### src/rtl/vga_sync_rx_if.sv
// Bundle of the VGA receive link: sampled sync/video inputs and recovered pixel/status outputs.
interface vga_sync_rx_if;
  localparam int unsigned DW = 24;
  localparam int unsigned CW = 10;
  localparam int unsigned HW = 11;
  localparam int unsigned VW = 10;

  logic          in_hsync;
  logic          in_vsync;
  logic          in_valid;
  logic [DW-1:0] in_rgb;

  logic          pix_valid;
  logic [CW-1:0] pix_x;
  logic [CW-1:0] pix_y;
  logic [DW-1:0] pix_data;
  logic          frame_start;
  logic          locked;
  logic          timing_err;
  logic          overrun_err;
  logic [HW-1:0] h_meas;
  logic [VW-1:0] v_meas;
  logic [DW-1:0] frame_sum;

  modport master (
    output in_hsync, in_vsync, in_valid, in_rgb,
    input  pix_valid, pix_x, pix_y, pix_data, frame_start, locked,
    input  timing_err, overrun_err, h_meas, v_meas, frame_sum
  );

  modport slave (
    input  in_hsync, in_vsync, in_valid, in_rgb,
    output pix_valid, pix_x, pix_y, pix_data, frame_start, locked,
    output timing_err, overrun_err, h_meas, v_meas, frame_sum
  );
endinterface

### src/rtl/vga_sync_rx.sv
// VGA receive front end: samples the link, recovers pixel coordinates and tracks line/frame lock.
// Define VGA_RX_CHECKSUM_EN to enable the per-frame pixel checksum on frame_sum (else tied to 0).
module vga_sync_rx #(
  parameter int unsigned H_TOTAL     = 800,
  parameter int unsigned V_TOTAL     = 525,
  parameter int unsigned H_ACTIVE    = 640,
  parameter int unsigned V_ACTIVE    = 480,
  parameter int unsigned LOCK_FRAMES = 2
) (
  input  logic         pclk,
  input  logic         reset,
  vga_sync_rx_if.slave vif
);
  localparam int unsigned HW = 11;
  localparam int unsigned VW = 10;
  localparam int unsigned CW = 10;
  localparam int unsigned DW = 24;
  localparam int unsigned GW = 4;

  typedef enum logic [1:0] {
    ST_SEARCH = 2'd0,
    ST_VERIFY = 2'd1,
    ST_LOCKED = 2'd2
  } state_e;

  logic          hs_s1_q, hs_s1_d, vs_s1_q, vs_s1_d, valid_s1_q, valid_s1_d;
  logic [DW-1:0] rgb_s1_q, rgb_s1_d;
  logic          hs_prev_q, hs_prev_d, vs_prev_q, vs_prev_d;
  logic [HW-1:0] hcnt_q, hcnt_d, h_meas_q, h_meas_d;
  logic [VW-1:0] vcnt_q, vcnt_d, v_meas_q, v_meas_d;
  logic [CW-1:0] xcnt_q, xcnt_d, ycnt_q, ycnt_d;
  logic [CW-1:0] pix_x_q, pix_x_d, pix_y_q, pix_y_d;
  logic          line_seen_q, line_seen_d;
  logic          pix_valid_q, pix_valid_d;
  logic          frame_start_q, frame_start_d;
  logic          overrun_err_q, overrun_err_d;
  logic [DW-1:0] pix_data_q, pix_data_d, frame_sum_q, frame_sum_d;
  state_e        state_q, state_d;
  logic [GW-1:0] good_q, good_d;
  logic          locked_q, locked_d, timing_err_q, timing_err_d;
  logic          hfall, vfall, h_bad, v_bad, accept;
  logic [CW-1:0] x_eff, y_eff;
`ifdef VGA_RX_CHECKSUM_EN
  logic [DW-1:0] acc_q, acc_d;
`endif

  // Sampling, period measurement, coordinate recovery and checksum
  always_comb begin
    hs_s1_d    = vif.in_hsync;
    vs_s1_d    = vif.in_vsync;
    valid_s1_d = vif.in_valid;
    rgb_s1_d   = vif.in_rgb;
    hs_prev_d  = hs_s1_q;
    vs_prev_d  = vs_s1_q;

    hfall = hs_prev_q & ~hs_s1_q;
    vfall = vs_prev_q & ~vs_s1_q;

    hcnt_d   = (hcnt_q == '1) ? hcnt_q : hcnt_q + HW'(1);
    h_meas_d = h_meas_q;
    if (hfall) begin
      h_meas_d = hcnt_q;
      hcnt_d   = HW'(1);
    end

    vcnt_d   = vcnt_q;
    v_meas_d = v_meas_q;
    if (hfall && (vcnt_q != '1)) vcnt_d = vcnt_q + VW'(1);
    // The hfall coincident with vfall belongs to the new frame
    if (vfall) begin
      v_meas_d = vcnt_q;
      vcnt_d   = hfall ? VW'(1) : '0;
    end

    // Effective counters for this sample, after any line/frame restart
    x_eff = (hfall || vfall) ? '0 : xcnt_q;
    if (vfall)                                                  y_eff = '0;
    else if (hfall && line_seen_q && (ycnt_q < CW'(V_ACTIVE))) y_eff = ycnt_q + CW'(1);
    else                                                        y_eff = ycnt_q;

    accept = valid_s1_q && (x_eff < CW'(H_ACTIVE)) && (y_eff < CW'(V_ACTIVE));

    xcnt_d      = accept ? x_eff + CW'(1) : x_eff;
    ycnt_d      = y_eff;
    line_seen_d = ((hfall || vfall) ? 1'b0 : line_seen_q) | valid_s1_q;

    pix_valid_d   = accept;
    pix_x_d       = accept ? x_eff : pix_x_q;
    pix_y_d       = accept ? y_eff : pix_y_q;
    pix_data_d    = rgb_s1_q;
    frame_start_d = vfall;
    overrun_err_d = valid_s1_q && !accept;

`ifdef VGA_RX_CHECKSUM_EN
    acc_d       = accept ? acc_q + rgb_s1_q : acc_q;
    frame_sum_d = frame_sum_q;
    if (vfall) begin
      frame_sum_d = acc_d;
      acc_d       = '0;
    end
`else
    frame_sum_d = '0;
`endif
  end

  always_ff @(posedge pclk or posedge reset) begin
    if (reset) begin
      hs_s1_q       <= 1'b1;
      vs_s1_q       <= 1'b1;
      hs_prev_q     <= 1'b1;
      vs_prev_q     <= 1'b1;
      valid_s1_q    <= 1'b0;
      rgb_s1_q      <= '0;
      hcnt_q        <= '0;
      h_meas_q      <= '0;
      vcnt_q        <= '0;
      v_meas_q      <= '0;
      xcnt_q        <= '0;
      ycnt_q        <= '0;
      line_seen_q   <= 1'b0;
      pix_valid_q   <= 1'b0;
      pix_x_q       <= '0;
      pix_y_q       <= '0;
      pix_data_q    <= '0;
      frame_start_q <= 1'b0;
      overrun_err_q <= 1'b0;
      frame_sum_q   <= '0;
`ifdef VGA_RX_CHECKSUM_EN
      acc_q         <= '0;
`endif
    end else begin
      hs_s1_q       <= hs_s1_d;
      vs_s1_q       <= vs_s1_d;
      hs_prev_q     <= hs_prev_d;
      vs_prev_q     <= vs_prev_d;
      valid_s1_q    <= valid_s1_d;
      rgb_s1_q      <= rgb_s1_d;
      hcnt_q        <= hcnt_d;
      h_meas_q      <= h_meas_d;
      vcnt_q        <= vcnt_d;
      v_meas_q      <= v_meas_d;
      xcnt_q        <= xcnt_d;
      ycnt_q        <= ycnt_d;
      line_seen_q   <= line_seen_d;
      pix_valid_q   <= pix_valid_d;
      pix_x_q       <= pix_x_d;
      pix_y_q       <= pix_y_d;
      pix_data_q    <= pix_data_d;
      frame_start_q <= frame_start_d;
      overrun_err_q <= overrun_err_d;
      frame_sum_q   <= frame_sum_d;
`ifdef VGA_RX_CHECKSUM_EN
      acc_q         <= acc_d;
`endif
    end
  end

  // Lock tracking; the measurement coinciding with the SEARCH exit vfall is ignored
  always_comb begin
    state_d      = state_q;
    good_d       = good_q;
    timing_err_d = 1'b0;
    h_bad        = hfall && (hcnt_q != HW'(H_TOTAL));
    v_bad        = vfall && (vcnt_q != VW'(V_TOTAL));
    case (state_q)
      ST_SEARCH: begin
        if (vfall) begin
          state_d = ST_VERIFY;
          good_d  = '0;
        end
      end
      ST_VERIFY: begin
        if (h_bad || v_bad) begin
          state_d      = ST_SEARCH;
          timing_err_d = 1'b1;
        end else if (vfall) begin
          good_d = good_q + GW'(1);
          if (good_d == GW'(LOCK_FRAMES)) state_d = ST_LOCKED;
        end
      end
      ST_LOCKED: begin
        if (h_bad || v_bad) begin
          state_d      = ST_SEARCH;
          timing_err_d = 1'b1;
        end
      end
      default: state_d = ST_SEARCH;
    endcase
    locked_d = (state_d == ST_LOCKED);
  end

  always_ff @(posedge pclk or posedge reset) begin
    if (reset) begin
      state_q      <= ST_SEARCH;
      good_q       <= '0;
      locked_q     <= 1'b0;
      timing_err_q <= 1'b0;
    end else begin
      state_q      <= state_d;
      good_q       <= good_d;
      locked_q     <= locked_d;
      timing_err_q <= timing_err_d;
    end
  end

  assign vif.pix_valid   = pix_valid_q;
  assign vif.pix_x       = pix_x_q;
  assign vif.pix_y       = pix_y_q;
  assign vif.pix_data    = pix_data_q;
  assign vif.frame_start = frame_start_q;
  assign vif.locked      = locked_q;
  assign vif.timing_err  = timing_err_q;
  assign vif.overrun_err = overrun_err_q;
  assign vif.h_meas      = h_meas_q;
  assign vif.v_meas      = v_meas_q;
  assign vif.frame_sum   = frame_sum_q;
endmodule

### src/flat_wrapper.sv
// flat-port wrapper written by rule: the top's interface ports become plain ports
module vga_sync_rx_flat 
#(
  parameter int unsigned H_TOTAL     = 800,
  parameter int unsigned V_TOTAL     = 525,
  parameter int unsigned H_ACTIVE    = 640,
  parameter int unsigned V_ACTIVE    = 480,
  parameter int unsigned LOCK_FRAMES = 2
)
  (pclk, reset, vif_in_hsync, vif_in_vsync, vif_in_valid, vif_in_rgb, vif_pix_valid, vif_pix_x, vif_pix_y, vif_pix_data, vif_frame_start, vif_locked, vif_timing_err, vif_overrun_err, vif_h_meas, vif_v_meas, vif_frame_sum);
  vga_sync_rx_if vif_i ();
  input  logic pclk;
  input  logic reset;
  input wire logic [$bits(vif_i.in_hsync)-1:0] vif_in_hsync;
  input wire logic [$bits(vif_i.in_vsync)-1:0] vif_in_vsync;
  input wire logic [$bits(vif_i.in_valid)-1:0] vif_in_valid;
  input wire logic [$bits(vif_i.in_rgb)-1:0] vif_in_rgb;
  output wire logic [$bits(vif_i.pix_valid)-1:0] vif_pix_valid;
  output wire logic [$bits(vif_i.pix_x)-1:0] vif_pix_x;
  output wire logic [$bits(vif_i.pix_y)-1:0] vif_pix_y;
  output wire logic [$bits(vif_i.pix_data)-1:0] vif_pix_data;
  output wire logic [$bits(vif_i.frame_start)-1:0] vif_frame_start;
  output wire logic [$bits(vif_i.locked)-1:0] vif_locked;
  output wire logic [$bits(vif_i.timing_err)-1:0] vif_timing_err;
  output wire logic [$bits(vif_i.overrun_err)-1:0] vif_overrun_err;
  output wire logic [$bits(vif_i.h_meas)-1:0] vif_h_meas;
  output wire logic [$bits(vif_i.v_meas)-1:0] vif_v_meas;
  output wire logic [$bits(vif_i.frame_sum)-1:0] vif_frame_sum;
  assign vif_i.in_hsync = vif_in_hsync;
  assign vif_i.in_vsync = vif_in_vsync;
  assign vif_i.in_valid = vif_in_valid;
  assign vif_i.in_rgb = vif_in_rgb;
  assign vif_pix_valid = vif_i.pix_valid;
  assign vif_pix_x = vif_i.pix_x;
  assign vif_pix_y = vif_i.pix_y;
  assign vif_pix_data = vif_i.pix_data;
  assign vif_frame_start = vif_i.frame_start;
  assign vif_locked = vif_i.locked;
  assign vif_timing_err = vif_i.timing_err;
  assign vif_overrun_err = vif_i.overrun_err;
  assign vif_h_meas = vif_i.h_meas;
  assign vif_v_meas = vif_i.v_meas;
  assign vif_frame_sum = vif_i.frame_sum;
  vga_sync_rx #(.H_TOTAL(H_TOTAL), .V_TOTAL(V_TOTAL), .H_ACTIVE(H_ACTIVE), .V_ACTIVE(V_ACTIVE), .LOCK_FRAMES(LOCK_FRAMES)) u_core (.pclk(pclk), .reset(reset), .vif(vif_i));
endmodule
### config.mk
export PLATFORM = sky130hd
export DESIGN_NAME = vga_sync_rx_flat
export DESIGN_NICKNAME = d
export VERILOG_FILES = /design/src/rtl/vga_sync_rx_if.sv /design/src/rtl/vga_sync_rx.sv /design/src/flat_wrapper.sv
export SDC_FILE = /design/constraint.sdc
export NUM_CORES = 1
export LEC_CHECK = 0
export ABC_AREA = 1
export BUFFER_PORTS_ARGS = -buffer_cell sky130_fd_sc_hd__buf_4
export CORE_MARGIN = 5
export CORE_UTILIZATION = 35
export DETAILED_ROUTE_END_ITERATION = 7
export HOLD_SLACK_MARGIN = 0.02
export PLACE_DENSITY = 0.6
export SLEW_MARGIN = 25
export SYNTH_ARGS = -nofsm -noshare
export SYNTH_HDL_FRONTEND = slang
export SYNTH_SLANG_ARGS = --single-unit
### constraint.sdc
create_clock -name pclk -period 6.05 [get_ports pclk]
set_clock_uncertainty 0.15 [all_clocks]
set_input_delay 0.3025 -clock pclk [delete_from_list [all_inputs] [get_ports pclk]]
set_output_delay 0.3025 -clock pclk [all_outputs]
set_load 0.05 [all_outputs]
Yosys cells after proc, flatten, opt, wreduce, memory -nomap -nowiden
Cells that the tools add are included.
Word-level totals
  bits in registers: 147
  input port bits: 29
  output and inout bits: 94
  word-level logic and storage cells: 86
Cells by class
  add/subtract/negate cells: 5
  magnitude comparators: 3
  equality and inequality tests: 12
  mux-type cells: 22
  bitwise gates (word level): 5
  reductions and logical operators: 16
Operators with widths (number)
  $mux 10: 6
  $add 10x1->10 const B: 3
  $mux 11: 2
  $lt 10x9->1 const B: 2
  $ne 10x10->1 const B: 2
  $mux 4: 3
  $add 11x1->11 const B: 1
  $eq 11x11->1 const B: 1
  $ne 11x10->1 const B: 1
  $lt 10x10->1 const B: 1
  $mux 2: 5
  $logic_and 1x1->1: 8
  $pmux 4 s2: 1
  $ne 2x1->1 const B: 3
  $pmux 2 s3: 1
  $add 4x1->4 const B: 1
  $eq 2x2->1 const B: 2
  $eq 4x2->1 const B: 1
  $mux 1: 4
  $reduce_and 4->1: 1
  $reduce_bool 2->1: 2
  $and 1x1->1: 2
  $eq 2x1->1 const B: 1
  $logic_not 2->1: 1
  6 further kinds: 8

Longest topological paths before layout
  depth after elaboration: 10
  gate-level depth with buffers: 13
  gate-level depth less buffers: 13

Least setup slack after synthesis
OpenSTA, ideal clock, no wires.
  path type: flip-flop to flip-flop
  start point: register u_core.hs_s1_q, in the netlist u_core.hs_prev_d
  end point: register u_core.xcnt_q[8]
  library setup time: 0.118 ns
  arrival time: 1.833 ns
  required time: 5.782 ns
  setup slack: 3.949 ns
  stages on the path, launching flop included: 13
  path buffers: 1
  clock period less this slack: 2.101 ns
  cells stage by stage: dfstp_2 inv_1 nand2_1 nand2_1 buf_2 nor2_1 ha_1 nand2_1 nor2_1 nand3_1 xnor2_1 nand3_1 nand2_1
On the way
  elaborated cells on any way between the ends: 14
  classes of those cells: 1 x add/sub; 2 x order compare; 4 x mux; 2 x bitwise; 5 x reduce/logical
RTL lines
  from (decl): RTL line vga_sync_rx.sv:26  | logic hs_s1_q, hs_s1_d, vs_s1_q, vs_s1_d, valid_s1_q, valid_s1_d;
  from (signal assigned): RTL line vga_sync_rx.sv:132  | hs_s1_q <= hs_s1_d;
  $not 1->1 (*): RTL line vga_sync_rx.sv:56  | hfall = hs_prev_q & ~hs_s1_q;
  $and 1x1->1 (*): RTL line vga_sync_rx.sv:56
  $logic_or 1x1->1 (*): RTL line vga_sync_rx.sv:76  | x_eff = (hfall || vfall) ? '0 : xcnt_q;
  $mux 10 (*): RTL line vga_sync_rx.sv:76
  net u_core.x_eff[1]: RTL line vga_sync_rx.sv:42  | logic [CW-1:0] x_eff, y_eff;
  $lt 10x10->1: RTL line vga_sync_rx.sv:81  | accept = valid_s1_q && (x_eff < CW'(H_ACTIVE)) && (y_eff < CW'(V_ACTIVE));
  $logic_and 1x1->1 (2 in a row): RTL line vga_sync_rx.sv:81
  $mux 10 (*): RTL line vga_sync_rx.sv:83  | xcnt_d = accept ? x_eff + CW'(1) : x_eff;
  net u_core.xcnt_d[8]: RTL line vga_sync_rx.sv:31  | logic [CW-1:0] xcnt_q, xcnt_d, ycnt_q, ycnt_d;
  to (signal assigned): RTL line vga_sync_rx.sv:142  | xcnt_q <= xcnt_d;
  to (decl): RTL line vga_sync_rx.sv:31
Mark *: on every way through the listed nets, which the timed path passes. The rest lies on a longest branch.
A chain may end at the register's enable or synchronous reset.

Worst setup path in the final report
  start point: register u_core.hs_s1_q, in the netlist u_core.hs_prev_d
  end point: register u_core.pix_y_q[9], in the netlist u_core.vif.pix_y[9]
On the way
  word-level cells in the longest chain between the ends: 8
  elaborated cells on any way between the ends: 12
  classes of those cells: 2 x order compare; 3 x mux; 2 x bitwise; 5 x reduce/logical
Ends and longest elaborated chain
  $not 1->1 (*): RTL line vga_sync_rx.sv:56
  $and 1x1->1 (*): RTL line vga_sync_rx.sv:56
  $logic_and 1x1->1 (2 in a row): RTL line vga_sync_rx.sv:78  | else if (hfall && line_seen_q && (ycnt_q < CW'(V_ACTIVE))) y_eff = ycnt_q + CW'(1);
  $mux 10: RTL line vga_sync_rx.sv:78
  $mux 10: RTL line vga_sync_rx.sv:77  | if (vfall) y_eff = '0;
  $lt 10x9->1: RTL line vga_sync_rx.sv:81
  $logic_and 1x1->1 (*): RTL line vga_sync_rx.sv:81
  net u_core.accept: RTL line vga_sync_rx.sv:41  | logic hfall, vfall, h_bad, v_bad, accept;
  to (signal assigned): RTL line vga_sync_rx.sv:147  | pix_y_q <= pix_y_d;
  to (decl): RTL line vga_sync_rx.sv:32  | logic [CW-1:0] pix_x_q, pix_x_d, pix_y_q, pix_y_d;
Marked as above.

==> impl_metrics.ini <==
[run_status]
status = complete, no violations

[cts]
cts_buffer_depth = 2
post-cts-setup-buffer-count = 0
cts_root_buffer = clkbuf_16
clk_pin_slew_ns = 0.06
cts_buffers = 17
cts.sinks = 147
cts_tree = yes
htree_levels = 4
clk_latency_ns = 0.42

[worst_setup_path]
r2r-start = u_core.hs_prev_d
worstSetupStartpointType = flop
r2r_slack_ns = 2.29
required_ns = 6.25
critPathCaptureType = flop
startpoint = u_core.hs_prev_d
cp.arrival_ns = 3.96
path_max_fanout = 30
reg2regPathDepth = 11
cp-endpoint = u_core.vif.pix_y[9]
crit_type = flop to flop
reg2reg_to = u_core.vif.pix_y[9]

[logic_synthesis]
ys_ff_latch = 147
async_flop_share_pct = 100.0
synth_area_sq_mm = 0.006155
synth_area_per_cell_sq_um = 9.602
ys.flop_type = dfrtp_1
yosys_warnings = 0
synth-seq-area-share_pct = 59.85
synth_edf_count = 0
yosysUniqueCellTypes = 35
syn_inst = 641

[die]
fp.dieArea_sq_mm = 0.02034
boundaryPins = 123
core_sq_mm = 0.01730
rows = 48
initial_core_util_pct = 35.58
fp.dieH_um = 142.6
die_w_um = 142.6

[detailed_routing]
antenna_left = 0
drc = 0
drtPass1Iterations = 4
viasPerCell = 4.492
vias = 4514
wl_per_cell_um = 12.94
first_iter_violations = 207
routed_wl_mm = 13.01

[timing]
finalCritPeriodShare_pct = 62.22
drv_slew = 0
period_minus_slack_ns = 3.764
hold_viol = 0
relSlewSlack_pct = 35.53
fmax_ghz = 0.2656
tns_ns = 0
setup_violations = 0
grt_setup_unrepaired = no
tightest_slew_ns = 0.9647

[grt]
grt_antenna_before_repair = 0
grt_pass1_vias = 4372
grt_max_degree = 101
grt_overflow = 0
gr-usage-all-layers_pct = 13.30
grt_pass1_wl_mm = 21.64

[run]
cap_violations = 0

[layout]
multi_input_area_sq_mm = 0.002001
fin_nets = 809
drive_gt1_share_pct = 19.36
num_antenna_cells = 0
fin_cells = 1005
fillerInstances = 1644
areaGrowthSynthToFinish_pct = 27.12
regArea_sq_mm = 0.003684

[place]
dpl.hpwl_mm = 8.795
portBuffers = 98
placed_cells = 946
place_congestion = 0.8201

[hold_path]
hold_path_class = flop to flop
min_path_cells = 0

[pwr]
ir_drop_mv = 0.1925
p_leak_nw = 3.900
power_mw = 2.501
p_per_area_mw_per_mm2 = 319.7
==> final cells by class <==
| class | count | share of cell area (%) |
|---|---|---|
| clock buffer | 19 | 5.533 |
| clock inverter | 12 | 1.567 |
| inverter | 69 | 3.374 |
| multi-input combinational | 404 | 25.57 |
| sequential | 147 | 47.08 |
| tap | 225 | 3.598 |
| timing repair buffer | 129 | 13.27 |
==> per-stage QoR <==
| stage | util, % | area [sq um] | hold slack [ns] | setup WS, ns |
|---|---|---|---|---|
| floorplan | - | 6241 | 0.1570 | 1.653 |
| global route | 45.23 | 7824 | 0.2049 | 1.876 |
| finish | 45.23 | 7824 | 0.1979 | 2.286 |
| CTS | 45.23 | 7824 | 0.1992 | 2.224 |
| detailed placement | 40.40 | 6988 | 0.1847 | 2.245 |
| global placement | 40.40 | 6988 | 0.1813 | 2.363 |
==> per-layer routing <==
layer / up-vias / track usage [%] / wire length [um]
li1: 2262 / - / -
met1: 2130 / 17.74 / 5929
met2: 105 / 20.50 / 6103
met3: 17 / 4.335 / 769
met4: 0 / 4.502 / 204
met5: - / 0 / 0
==> worst min-delay path by stage <==
stage | startpoint | end | slack (ns)
CTS | u_core.pix_data_d[23] | u_core.vif.pix_data[23] | 0.20
detailed placement | u_core.pix_data_d[23] | u_core.vif.pix_data[23] | 0.18
finish | u_core.pix_data_d[23] | u_core.vif.pix_data[23] | 0.20
floorplan | vif_in_hsync | u_core.hs_prev_d | 0.16
global route | u_core.pix_data_d[4] | u_core.vif.pix_data[4] | 0.20
global placement | u_core.pix_data_d[1] | u_core.vif.pix_data[1] | 0.18
==> repair_timing <==
action,CTS,global route
hold buffers,28,0
endpoints found under the hold margin,122,0
gates resized for setup,0,0
endpoints found under the setup margin,0,0
==> power breakdown <==
group          switching, mW  internal (mW)  total (mW)
registers             0.0476           1.06        1.10
logic                  0.288          0.121       0.409
clock network          0.418          0.571       0.989
==> worst max-delay path: stages (launching register included) <==
cell	delay, ns
dfstp_2	0.56
inv_1	0.05
nand2_1	0.61
nand2_1	0.49
inv_2	0.20
nand2_1	0.10
a21oi_1	0.16
nor3_2	0.05
buf_4	0.23
nand2_1	0.74
nand2_1	0.20
nor2_1	0.14
==> flip-flops by register name, indices dropped and copies added (netlist names), 2 cells and up <==
name and count:
u_core.ycnt_q 10, u_core.vif.pix_x 10, u_core.vcnt_q 10, u_core.vif.pix_data 24
u_core.vif.h_meas 11, u_core.state_q 2, u_core.vif.v_meas 10, u_core.xcnt_q 10
u_core.vif.pix_y 10, u_core.hcnt_q 11, u_core.good_q 4, u_core.pix_data_d 24
==> synthesized netlist by cell type (3+ instances only) <==
cell	count	area, sq um
buf_4	27	202.7
a31oi_1	3	18.77
buf_6	3	33.78
or2_2	3	18.77
ha_1	12	150.1
o21ai_0	43	215.2
nor3_1	8	40.04
nand3_1	87	435.4
inv_2	3	11.26
nand2_1	129	484.2
xnor2_1	4	35.03
buf_2	7	35.03
nand4_1	7	43.79
xor2_1	9	78.83
dfstp_2	4	105.1
a21oi_1	13	65.06
dfrtp_1	143	3578
inv_1	66	247.7
clkbuf_1	7	26.28
nor2_1	45	168.9
==> kinds of logic (layout without fill, tap and decap cells) <==
kind of cell               Yosys count  after routing  share of synthesized area, %
and+or+nand+nor                    292            292                         21.28
AOI/OAI and AO/OA                   63             63                         5.469
buffers and inverters              113            229                         9.046
other                                1             24                       0.06093
xor gates and xnor gates            13             13                         1.850
DFF                                147            147                         59.85
adders and majority gates           12             12                         2.439
==> cells in the final DEF, fill, tap and decap left out, types with 7 or more instances in the layout <==
| cell | instances |
|---|---|
| o21ai_0 | 43 |
| dfrtp_1 | 143 |
| xor2_1 | 9 |
| nor3_1 | 8 |
| nor2_1 | 45 |
| nand3_1 | 87 |
| dlygate4sd3_1 | 28 |
| nand4_1 | 7 |
| buf_4 | 101 |
| nand2_1 | 129 |
| a21oi_1 | 13 |
| clkbuf_16 | 17 |
| conb_1 | 24 |
| inv_1 | 65 |
| ha_1 | 12 |
Note: power is estimated with default switching activity, not from simulation.
